### src/rtl/exe_pkg.sv
// exe_pkg: command and branch encodings plus the MDU state type shared by the execute stage.
// ALU codes 0-10 are the native ALU set; 11-15 belong to the multiply/divide unit.
package exe_pkg;
    localparam logic [3:0] CMD_ADD  = 4'd0;
    localparam logic [3:0] CMD_SUB  = 4'd1;
    localparam logic [3:0] CMD_AND  = 4'd2;
    localparam logic [3:0] CMD_OR   = 4'd3;
    localparam logic [3:0] CMD_NOR  = 4'd4;
    localparam logic [3:0] CMD_XOR  = 4'd5;
    localparam logic [3:0] CMD_SLL  = 4'd6;
    localparam logic [3:0] CMD_SRL  = 4'd7;
    localparam logic [3:0] CMD_SRA  = 4'd8;
    localparam logic [3:0] CMD_SLT  = 4'd9;
    localparam logic [3:0] CMD_SLTU = 4'd10;
    localparam logic [3:0] CMD_MULU = 4'd11;
    localparam logic [3:0] CMD_DIVU = 4'd12;
    localparam logic [3:0] CMD_MFHI = 4'd13;
    localparam logic [3:0] CMD_MFLO = 4'd14;

    localparam logic [1:0] BR_NONE = 2'd0;
    localparam logic [1:0] BR_BEZ  = 2'd1;
    localparam logic [1:0] BR_BNE  = 2'd2;
    localparam logic [1:0] BR_JMP  = 2'd3;

    typedef enum logic [1:0] {IDLE, BUSY, DONE} mdu_state_e;
endpackage

### src/rtl/exe_stage_mdu_mdu.sv
// mdu_iter: iterative unsigned multiply (shift-add) / divide (restoring), one bit per cycle.
// op = 1 selects divide; HI/LO are written on the last iteration edge.
module mdu_iter
    import exe_pkg::*;
#(
    parameter int WIDTH = 32
) (
    input  logic             clk,
    input  logic             rst,
    input  logic             start,
    input  logic [WIDTH-1:0] a,
    input  logic [WIDTH-1:0] b,
    input  logic             op,
    output logic             busy,
    output logic             done,
    output logic [WIDTH-1:0] hi,
    output logic [WIDTH-1:0] lo
);
    localparam int CW = $clog2(WIDTH);

    mdu_state_e         r_state;
    logic [CW-1:0]      r_cnt;
    logic [2*WIDTH-1:0] r_acc;
    logic [WIDTH-1:0]   r_b;
    logic [WIDTH-1:0]   r_hi;
    logic [WIDTH-1:0]   r_lo;
    logic               r_op;
    logic [WIDTH:0]     w_sum;
    logic [WIDTH:0]     w_shl;
    logic [WIDTH:0]     w_diff;
    logic [2*WIDTH-1:0] w_next;

    // Multiply: acc = {partial, multiplier}; divide: acc = {remainder, dividend bits left}.
    assign w_sum  = {1'b0, r_acc[2*WIDTH-1:WIDTH]} + (r_acc[0] ? {1'b0, r_b} : '0);
    assign w_shl  = r_acc[2*WIDTH-1:WIDTH-1];
    assign w_diff = w_shl - {1'b0, r_b};
    assign w_next = !r_op       ? {w_sum, r_acc[WIDTH-1:1]} :
                    w_diff[WIDTH] ? {w_shl[WIDTH-1:0], r_acc[WIDTH-2:0], 1'b0} :
                                    {w_diff[WIDTH-1:0], r_acc[WIDTH-2:0], 1'b1};

    always_ff @(posedge clk or negedge rst) begin
        if (!rst) begin
            r_state <= IDLE;
            r_cnt   <= '0;
            r_acc   <= '0;
            r_b     <= '0;
            r_op    <= 1'b0;
            r_hi    <= '0;
            r_lo    <= '0;
        end else begin
            case (r_state)
                IDLE: if (start) begin
                    r_state <= BUSY;
                    r_cnt   <= CW'(WIDTH - 1);
                    r_acc   <= {{WIDTH{1'b0}}, a};
                    r_b     <= b;
                    r_op    <= op;
                end
                BUSY: begin
                    r_acc <= w_next;
                    r_cnt <= r_cnt - 1'b1;
                    if (r_cnt == '0) begin
                        r_state      <= DONE;
                        {r_hi, r_lo} <= w_next;
                    end
                end
                default: r_state <= IDLE;
            endcase
        end
    end

    assign busy = r_state == BUSY;
    assign done = r_state == DONE;
    assign hi   = r_hi;
    assign lo   = r_lo;
endmodule

### src/rtl/exe_stage_mdu.sv
// exe_stage_mdu: MIPS execute stage with forwarding, ALU, branch resolution and an iterative MDU.
// A MULU/DIVU stalls upstream for WIDTH+1 cycles and retires with LO in the DONE cycle.
module exe_stage_mdu
    import exe_pkg::*;
#(
    parameter int WIDTH    = 32,
    parameter int FWD_SRCS = 2,
    parameter int SEL_W    = $clog2(FWD_SRCS + 1)
) (
    input  logic                      clk,
    input  logic                      rst,
    input  logic                      in_valid,
    input  logic [3:0]                exe_cmd,
    input  logic [WIDTH-1:0]          val1,
    input  logic [WIDTH-1:0]          val2,
    input  logic [WIDTH-1:0]          reg_2,
    input  logic [WIDTH-1:0]          pc,
    input  logic [1:0]                br_type,
    input  logic [SEL_W-1:0]          sel_a,
    input  logic [SEL_W-1:0]          sel_b,
    input  logic [SEL_W-1:0]          sel_st,
    input  logic [FWD_SRCS*WIDTH-1:0] fwd_data,
    output logic [WIDTH-1:0]          alu_result,
    output logic [WIDTH-1:0]          src2_val,
    output logic [WIDTH-1:0]          br_addr,
    output logic                      br_taken,
    output logic                      stall,
    output logic                      out_valid
);
    localparam int SH = $clog2(WIDTH);

    logic [WIDTH-1:0] w_a;
    logic [WIDTH-1:0] w_b;
    logic [WIDTH-1:0] w_hi;
    logic [WIDTH-1:0] w_lo;
    logic [SH-1:0]    w_sh;
    logic             w_start;
    logic             w_busy;
    logic             w_done;

    // Out-of-range selects fall back to the local operand.
    function automatic logic [WIDTH-1:0] fwd_sel(input logic [SEL_W-1:0] s, input logic [WIDTH-1:0] loc,
                                                 input logic [FWD_SRCS*WIDTH-1:0] srcs);
        fwd_sel = loc;
        for (int k = 1; k <= FWD_SRCS; k++)
            if (s == SEL_W'(k)) fwd_sel = srcs[k*WIDTH-1 -: WIDTH];
    endfunction

    assign w_a      = fwd_sel(sel_a, val1, fwd_data);
    assign w_b      = fwd_sel(sel_b, val2, fwd_data);
    assign src2_val = fwd_sel(sel_st, reg_2, fwd_data);
    assign w_sh     = w_b[SH-1:0];

    assign w_start   = rst && in_valid && (exe_cmd == CMD_MULU || exe_cmd == CMD_DIVU);
    assign stall     = w_busy || (w_start && !w_done);
    assign out_valid = in_valid && !stall;

    mdu_iter #(.WIDTH(WIDTH)) u_mdu (
        .clk  (clk),
        .rst  (rst),
        .start(w_start),
        .a    (w_a),
        .b    (w_b),
        .op   (exe_cmd == CMD_DIVU),
        .busy (w_busy),
        .done (w_done),
        .hi   (w_hi),
        .lo   (w_lo)
    );

    always_comb begin
        case (exe_cmd)
            CMD_ADD:  alu_result = w_a + w_b;
            CMD_SUB:  alu_result = w_a - w_b;
            CMD_AND:  alu_result = w_a & w_b;
            CMD_OR:   alu_result = w_a | w_b;
            CMD_NOR:  alu_result = ~(w_a | w_b);
            CMD_XOR:  alu_result = w_a ^ w_b;
            CMD_SLL:  alu_result = w_a << w_sh;
            CMD_SRL:  alu_result = w_a >> w_sh;
            CMD_SRA:  alu_result = $signed(w_a) >>> w_sh;
            CMD_SLT:  alu_result = {{(WIDTH-1){1'b0}}, $signed(w_a) < $signed(w_b)};
            CMD_SLTU: alu_result = {{(WIDTH-1){1'b0}}, w_a < w_b};
            CMD_MULU, CMD_DIVU, CMD_MFLO: alu_result = w_lo;
            CMD_MFHI: alu_result = w_hi;
            default:  alu_result = '0;
        endcase
    end

    assign br_addr  = pc + (val2 << 2);
    assign br_taken = in_valid && (br_type == BR_JMP || (br_type == BR_BEZ && w_a == '0) ||
                                   (br_type == BR_BNE && w_a != src2_val));
endmodule

### config.mk
export PLATFORM = sky130hd
export DESIGN_NAME = exe_stage_mdu
export DESIGN_NICKNAME = d
export VERILOG_FILES = /design/src/rtl/exe_pkg.sv /design/src/rtl/exe_stage_mdu_mdu.sv /design/src/rtl/exe_stage_mdu.sv
export SDC_FILE = /design/constraint.sdc
export NUM_CORES = 1
export LEC_CHECK = 0
export BUFFER_PORTS_ARGS = -buffer_cell sky130_fd_sc_hd__buf_2
export CAP_MARGIN = 20
export CORE_MARGIN = 4
export CORE_UTILIZATION = 45
export CTS_BUF_LIST = sky130_fd_sc_hd__clkbuf_8
export CTS_CLUSTER_DIAMETER = 60
export DETAILED_ROUTE_END_ITERATION = 8
export REMOVE_ABC_BUFFERS = 1
export SYNTH_ARGS = -nofsm -noshare
export SYNTH_HDL_FRONTEND = slang
export SYNTH_SLANG_ARGS = --single-unit
### constraint.sdc
create_clock -name clk -period 12.65 [get_ports clk]
set_input_delay 1.8975 -clock clk [delete_from_list [all_inputs] [get_ports clk]]
set_output_delay 1.8975 -clock clk [all_outputs]
set_load 0.03 [all_outputs]
# Word level (Yosys, flattened, before mapping)
# Index checks and enable logic that the tools add are counted.
dict set report classes {
  magnitude_cmp 2
  eq_ne 28
  mux 17
  n_addsub 6
  bitwise 4
  shifts 3
  n_reduce_logical 23
}
# operator count
set ops {}
lappend ops {{$pmux W32 S13} 1}
lappend ops {{$mux W32} 7}
lappend ops {{$mux W64} 3}
lappend ops {{$pmux W64 S2} 1}
lappend ops {{$add A32 B32 Y32} 2}
lappend ops {{$lt A32 B32 Y1} 2}
lappend ops {{$add A32 B33 Y33} 1}
lappend ops {{$sub A33 B32 Y33} 1}
lappend ops {{$and A32 B32 Y32} 1}
lappend ops {{$logic_not A32 Y1} 1}
lappend ops {{$ne A32 B32 Y1} 1}
lappend ops {{$not A32 Y32} 1}
lappend ops {{$or A32 B32 Y32} 1}
lappend ops {{$shl A32 B5 Y32} 1}
lappend ops {{$shr A32 B5 Y32} 1}
lappend ops {{$sshr A32 B5 Y32} 1}
lappend ops {{$sub A32 B32 Y32} 1}
lappend ops {{$xor A32 B32 Y32} 1}
lappend ops {{$eq A4 B4 Y1 const B} 7}
lappend ops {{$eq A4 B3 Y1 const B} 4}
lappend ops {{$eq A2 B2 Y1 const B} 6}
lappend ops {{$eq A2 B1 Y1 const B} 5}
lappend ops {{$pmux W5 S2} 1}
lappend ops {{$eq A4 B2 Y1 const B} 2}
lappend ops {{other kinds (16)} 30}
dict set report totals {
  register_bits 168
  in_bits 207
  output_inout_bits 99
}

# Depth between registers and ports, before layout
# Gate-level depths: netlist of the first run.
dict set report logic_depth {
  depth_word 8
  mapped_depth 21
  ltp_nobuf 16
}

# By module
# From an unflattened synthesis of the first run, not the netlist that was laid out.
dict set report unflattened {
  hier_cells 3439
  hier_area_um2 26155.1
}
# module seq_area_each_um2 instances area_each_um2 cells_each
set by_module_without_submodules {}
lappend by_module_without_submodules {exe_stage_mdu 0.0 1 14606.5 2108}
lappend by_module_without_submodules {mdu_iter 4204.0 1 11548.6 1331}

# Worst setup path before layout of the first run
# OpenSTA, ideal clock, no wires.
dict set report synth_path {
  path_type {input-to-output}
  from {input port sel_b[0]}
  to {output port alu_result[29]}
  arrival_time_ps 6412
  cell_stages 19
  setup_slack_ps 4340
  cell_sequence {buf_4 -> buf_2 -> buf_1 -> mux2_2 -> o21ai_0 -> inv_1 -> ha_1 -> clkbuf_1 -> nand2_1 -> nor2_1 -> nand3_1 -> o211ai_1 -> nand2_1 -> o41ai_1 -> a221oi_1 -> o21bai_1 -> a21oi_1 -> o221a_2 -> o21ai_1}
}
dict set report synth_between {
  elab_cells_between_ends 14
  classes_between {add/sub: 2; eq/ne: 2; shift: 3; mux: 3; bitwise: 4}
}
# item line
set synth_lines {}
lappend synth_lines {{start, declared} exe_stage_mdu.sv:20} ;# input logic [SEL_W-1:0] sel_b,
lappend synth_lines {{$eq A2 B1 Y1} exe_stage_mdu.sv:46} ;# if (s == SEL_W'(k)) fwd_sel = srcs[k*WIDTH-1 -: WIDTH];
lappend synth_lines {{$mux W32} exe_stage_mdu.sv:46}
lappend synth_lines {{$mux W32 *} exe_stage_mdu.sv:46}
lappend synth_lines {{via u_mdu.b[9]} exe_stage_mdu_mdu.sv:12} ;# input logic [WIDTH-1:0] b,
lappend synth_lines {{$sub A32 B32 Y32 / $add A32 B32 Y32 (equally long branches)} {exe_stage_mdu.sv:74, exe_stage_mdu.sv:73}}
lappend synth_lines {{$pmux W32 S13 *} exe_stage_mdu.sv:72} ;# case (exe_cmd)
lappend synth_lines {{end, declared} exe_stage_mdu.sv:23} ;# output logic [WIDTH-1:0] alu_result,
# Mark *: on every way through the listed nets, which the timed path passes. The rest lies on a longest branch.

# Final worst setup path of the first run
dict set report layout_path {
  from {input port sel_b[0]}
  to {output port alu_result[29]}
}
dict set report layout_between {
  elab_chain_len 6
  elab_cells_between_ends 14
  classes_between {add/sub: 2; eq/ne: 2; shift: 3; mux: 3; bitwise: 4}
}
# item line
set layout_rtl {}
lappend layout_rtl {{$eq A2 B1 Y1} exe_stage_mdu.sv:46}
lappend layout_rtl {{$mux W32} exe_stage_mdu.sv:46}
lappend layout_rtl {{$mux W32 *} exe_stage_mdu.sv:46}
lappend layout_rtl {{branches (longest 2 deep; another with $sub A32 B32 Y32)} --}
lappend layout_rtl {{$pmux W32 S13 *} exe_stage_mdu.sv:72}
# Every way passes the cells marked *.

==> reports/summary.txt, run 1 <==
WL final: 111000 um
initial antenna violation count: 6
fin area: 0.0270 mm^2
Cell Area, Synth: 0.0245 mm^2
clock root cell: clkbuf_8
most frequent cells in the layout: nand2_1, buf_2, a21oi_1
number of synthesized flops with an enable pin: 0
post-synthesis xor/xnor area fraction: 0.0412
Rel. slew slack: 0.187
Core Rows: 85
clock latency on the worst-skew pair: 0.49 ns
drt wl/cell: 26.6 um
Post-CTS Resized: 0
critical path required time: 10.75 ns
# DRC: 0
Post-Synth Simple-Gate Area: 0.175
Final Core Density: 0.503
ys flop type: dfrtp_1
leakage power: 12.4 nW
CTS clk-pin slew, worst paths: 0.09 ns
Yosys top cell area share: 0.172
Iteration-0 DRC Markers: 3258
vias in the first global route: 26000
Total Nets Final: 3849
sequential fraction of the synthesis area: 0.172
Power Total: 4.04 mW
Via density: 6.47
kind of start point of the critical path: primary input
R2R depth: 15
GRT Overall Usage: 0.367
setup violators final: 0
setup TNS: 0 ns
Final Hold Fails: 0
crit-path max FO: 56
Max-Cap Viols: 0
distinct cell type count after synthesis: 93
dpl ws: 3.24 ns
post-synthesis mux area share: 0.144
multi-input logic area: 0.0188 mm^2
register area: 0.00421 mm^2
critical path capture point: alu_result[29]
fillers: 5364
final worst-path cycle share: 0.748
CTS H-tree lvls: 4
hold_buf cts: 0
worst vdd rail ir drop: 0.126 mV
clock sink count: 168
Longest Clk Path Bufs: 2
CTS tree: yes
dpl hpwl: 87600 um
status: finished clean
fin crit period: 9.47 ns
FFs w/ async S/R, synth: 1.00
RSZ-0062 raised after global routing: no
post-route ant nets: 0
largest cells by area after synthesis: dfrtp_1, mux2i_1, ha_1
crit path DAT: 7.57 ns
reg2reg setup slack: 7.38 ns
setup bufs post-CTS: 0
Final Max Slew Viols: 0
core box area: 0.0538 mm^2
worst-margin pin slew: 1.21 ns
clk_skew: 0.0343 ns
via count: 26900
dpl cells: 4126
DR pass1 iterations: 7
most common cell after layout, fill and taps aside: nand2_1
#FFs+latches synth: 168
Buffers on Ports: 301
largest net degree at the start of global routing: 94
final hold slack: 0.498 ns
DP Area: 0.0266 mm^2
first-pass GRT wire length: 163000 um
area leader, netlist: dfrtp_1
Die Ht: 241 um
Final Non-Filler Cells: 4162
Num CTS Buffers: 17
CP Capture Type: primary output
Mapped Cells: 3264
placer congestion estimate: 1.01
Final Worst Setup Slack: 3.18 ns
Die Area: 0.0582 mm^2
Die Width: 241 um
YS warnings: 0
Compound-Gate Fraction of Synth Area: 0.306
layout cells sized above 1: 0.155
reg2reg end: u_mdu.hi[1]
Initial Util: 0.455
RR Startpoint: u_mdu.r_acc[31]
Synth-to-Final Area Change: 10.5%
# IOs: 306
grt total ovfl: 0
crit path from: sel_b[0]
WS Path Type: primary input to primary output
syn avg cell area: 7.50 um^2
adder-cell share of the synthesized area: 0.0992
fmax: 0.106 GHz
largest family of logic cells by synthesized area: compound AO/OA/AOI/OAI gates
Power Density: 150 mW/mm^2
Hold Path Class: flip-flop to flip-flop
==> synthesized netlist by cell type, types with 27 or more instances <==
| cell type | instances |
|---|---|
| nor2b_1 | 53 |
| nand2_1 | 352 |
| a221oi_1 | 28 |
| o22a_1 | 31 |
| o211ai_1 | 48 |
| a31oi_1 | 32 |
| a21oi_1 | 291 |
| ha_1 | 186 |
| nand4_1 | 27 |
| dfrtp_1 | 168 |
| mux2i_1 | 274 |
| o21a_1 | 27 |
| mux2_2 | 66 |
| and2_1 | 43 |
| nor2_1 | 233 |
| xor2_1 | 30 |
| inv_1 | 149 |
| nor4_1 | 30 |
| nand3_1 | 35 |
| buf_1 | 27 |
| o21ai_0 | 268 |
| o21bai_1 | 27 |
| clkbuf_1 | 159 |
| a211oi_1 | 70 |
| a222oi_1 | 27 |
| nor3_1 | 82 |
| a21o_1 | 71 |
| xnor2_1 | 85 |
==> registers in the layout, summed over array words and instances, names as in the netlist <==
signal and flops:
u_mdu.lo 32, u_mdu.r_cnt 5, u_mdu.hi 32, u_mdu.r_acc 64
u_mdu.r_b 32, u_mdu.r_op 1, u_mdu.r_state 2
==> how the worst min path moves through the flow <==
stage | start | end | slack, ns | cells after the start
floorplan | u_mdu.lo[1] | u_mdu.lo[1] | 0.45 | 2
global placement | u_mdu.lo[14] | u_mdu.lo[14] | 0.47 | 2
detailed placement | u_mdu.lo[10] | u_mdu.lo[10] | 0.48 | 2
CTS | u_mdu.lo[14] | u_mdu.lo[14] | 0.50 | 2
global route | u_mdu.lo[14] | u_mdu.lo[14] | 0.52 | 2
finish | u_mdu.lo[10] | u_mdu.lo[10] | 0.50 | 2
==> where the power goes <==
| part | internal (mW) | total, mW | switching (mW) |
|---|---|---|---|
| clock network | 0.180 | 0.403 | 0.223 |
| logic | 1.08 | 2.86 | 1.78 |
| registers | 0.649 | 0.781 | 0.132 |
| total | 1.91 | 4.04 | 2.13 |
==> critical path, stage by stage <==
cell       delay, ns
buf_4           0.19
buf_4           0.65
xor2_1          0.19
o221a_2         0.20
buf_4           0.45
ha_1            0.36
a21o_1          0.17
a21o_1          0.25
a2111oi_0       0.90
o211ai_1        0.32
nand2_1         0.24
o41ai_1         0.11
buf_4           0.17
a221oi_1        0.49
o21bai_1        0.11
a21oi_1         0.30
a221oi_1        0.14
o21ai_1         0.18
buf_2           0.22
==> final cells by class <==
cell class | count | area share
Sequential cell | 168 | 0.156
Timing Repair Buffer | 392 | 0.0815
Antenna cell | 2 | 0.000185
Multi-Input combinational cell | 2717 | 0.694
Inverter | 155 | 0.0215
Clock inverter | 15 | 0.00601
Tap cell | 696 | 0.0322
Clock buffer | 17 | 0.00865
==> per-layer routing <==
| metal | vias up | wire length, um | global-route usage |
|---|---|---|---|
| li1 | 12500 | - | - |
| met1 | 12900 | 46700 | 0.494 |
| met2 | 1356 | 49800 | 0.592 |
| met3 | 196 | 9230 | 0.0581 |
| met4 | 2 | 4970 | 0.144 |
| met5 | - | 13 | 0 |
==> cells by family after synthesis <==
logic type | count (synthesis)
buffers and inverters | 379
adders and majority gates | 191
and+or+nand+nor | 933
AOI/OAI and AO/OA | 1135
muxes | 343
xor gates and xnor gates | 115
DFF | 168
Note: power is estimated with default switching activity, not from simulation.
==> run 2, diff against run 1 <==
Clock period 12.65 ns to 9.49 ns, I/O delays scaled along.
==> run 2 against run 1 <==
Power rose by 33%. Design area rose by 0.14%. Setup slack lost 1.7 ns. Flip-flop and latch count stayed put. Utilization rose by 0.070 points. Non-clock buffer count rose by 7. Largest cell class unchanged.
==> reports/summary.txt, run 2 (synthesized netlist as in run 1, its figures left out) <==
Largest register FFs: 64 (unchanged)
# IOs: 306 (unchanged)
GRT Overall Usage: 0.365 (-0.00133)
Iteration-0 DRC Markers: 2988 (-8.3%)
Core Rows: 85 (unchanged)
Total Nets Final: 3856 (+0.18%)
critical path required time: 8.07 ns (-2.68 ns)
most frequent cells in the layout: nand2_1, buf_2, a21oi_1
Max-Cap Viols: 0 (unchanged)
Final Max Slew Viols: 0 (unchanged)
grt total ovfl: 0 (unchanged)
Longest Clk Path Bufs: 2 (unchanged)
CP Capture Type: primary output
Crit path max-delay family: compound AO/OA/AOI/OAI gates
final hold slack: 0.502 ns (+0.00413 ns)
worst-margin pin slew: 1.12 ns (-0.0836 ns)
part of the power in registers: 0.193 (about the same)
internal power: 2.51 mW (+31%)
clock latency on the worst-skew pair: 0.48 ns (about the same)
setup violators final: 0 (unchanged)
CTS clk-pin slew, worst paths: 0.10 ns (about the same)
Final Hold Fails: 0 (unchanged)
DR pass1 iterations: 9 (+2)
clock sink count: 168 (unchanged)
dpl cells: 4133 (+0.17%)
WL final: 110000 um (-0.79%)
Initial Util: 0.455 (unchanged)
post-route ant nets: 0 (unchanged)
dpl hpwl: 87500 um (about the same)
drt wl/cell: 26.3 um (-0.95%)
Via density: 6.50 (+0.40%)
setup bufs post-CTS: 0 (unchanged)
Die Area: 0.0582 mm^2 (unchanged)
clock root cell: clkbuf_8
final worst-path cycle share: 0.846
Power Density: 198 mW/mm^2 (+33%)
vias in the first global route: 26100 (+0.29%)
leakage power: 12.5 nW (+0.19%)
Buffers on Ports: 301 (unchanged)
via count: 27100 (+0.56%)
Synth-to-Final Area Change: 10.7%
fin area: 0.0271 mm^2 (+0.14%)
part of the power in combinational logic: 0.714 (+0.007)
crit-path max FO: 38 (-32%)
clk_skew: 0.0242 ns (-0.0101 ns)
CTS H-tree lvls: 4 (unchanged)
crit path buf inv count: 4 (-1)
layout cells sized above 1: 0.157 (+0.00142)
status: finished clean
Rel. slew slack: 0.246 (+0.0592)
CP cell instances: buf_4 > mux2_2 > o21ai_0 > inv_1 > ha_1 > inv_1 > nor3_1 > nand4_1 > a21o_1 > a21oi_1 > a41oi_1 > o31ai_1 > o221ai_1 > nand3_1 > nand3_1 > o211ai_1 > buf_2
worst vdd rail ir drop: 0.189 mV (+50%)
kind of start point of the critical path: primary input
Final Non-Filler Cells: 4169 (+0.17%)
Post-CTS Resized: 0 (unchanged)
RSZ-0062 raised after global routing: no
fin crit period: 8.03 ns
Largest Register: u_mdu.r_acc
Sw Share: 0.532 (+0.00485)
setup TNS: 0 ns (unchanged)
Num CTS Buffers: 17 (unchanged)
Hold Path Class: flip-flop to flip-flop
core box area: 0.0538 mm^2 (unchanged)
# DRC: 0 (unchanged)
Crit path largest cell delay: 0.76 ns (-0.14 ns)
first-pass GRT wire length: 163000 um (-0.12%)
placer congestion estimate: 1.04 (+3.4%)
Slowest-stage cell, CP: o21ai_0
WS Path Type: primary input to primary output
Clk pwr share: 0.093 (-0.007)
Die Width: 241 um (unchanged)
CTS tree: yes
largest net degree at the start of global routing: 94 (unchanged)
DP Area: 0.0267 mm^2 (+0.18%)
initial antenna violation count: 7 (+1)
fmax: 0.125 GHz
most common cell after layout, fill and taps aside: nand2_1
hold_buf cts: 0 (unchanged)
Psw: 2.86 mW (+34%)
crit path DAT: 6.61 ns (-0.96 ns)
Die Ht: 241 um (unchanged)
## run 2: per-stage QoR
step	power [mW]	worst slack (ns)	util
detailed placement	4.78	1.57	0.496
finish	5.37	1.46	0.503
CTS	5.29	1.56	0.503
floorplan	3.61	1.61	-
global route	5.75	1.12	0.503
global placement	4.72	1.72	0.496
## run 2: metal layers
layer	up-vias	GRT usage	wire, um
met4	4	0.130	4460
met1	13100	0.494	46700
li1	12500	-	-
met2	1314	0.587	49500
met3	179	0.0657	9030
met5	-	0.00983	91
## run 2: cell type report
cell class,count,area (um^2)
multi-input cells,2717,18800
diodes,2,5.00
fillers,5402,26700
flip-flops and latches,168,4210
well taps,696,871
repair buffers,399,2280
clock inverters,15,131
clock buffers,17,234
inverters,155,582
## run 2: power groups by stage
stage | clock network, mW | logic [mW] | registers [mW]
floorplan | 0 | 2.62 | 0.998
global placement | 0 | 3.67 | 1.05
detailed placement | 0 | 3.72 | 1.06
CTS | 0.508 | 3.74 | 1.04
global route | 0.537 | 4.15 | 1.06
finish | 0.498 | 3.83 | 1.04
## run 2: final timing paths
kind / startpoint / to / slack [ns] / cells past startpoint
setup / recovery: sel_b[0] / alu_result[30] / 1.46 / 17
hold / removal: u_mdu.lo[26] / u_mdu.lo[26] / 0.50 / 2
setup reg to reg: u_mdu.r_acc[31] / u_mdu.hi[17] / 4.51 / 15
hold reg to reg: u_mdu.lo[26] / u_mdu.lo[26] / 0.50 / 2
max in group asynchronous: rst / u_mdu.r_state[0] / 7.21 / 2
min in group asynchronous: rst / u_mdu.r_b[5] / 0.85 / 1
## run 2: worst reg2reg max path: stages, from the launching register on
cell       delay [ns]
dfrtp_1          0.44
inv_1            0.12
ha_1             0.24
fa_1             0.41
nand2b_1         0.19
a21oi_1          0.35
o32ai_4          0.20
o22ai_2          0.29
a2111oi_4        0.15
nor3b_2          0.28
mux2i_2          0.76
or2_0            0.48
buf_4            0.36
or3_1            0.18
a31oi_1          0.12
mux2_2           0.30
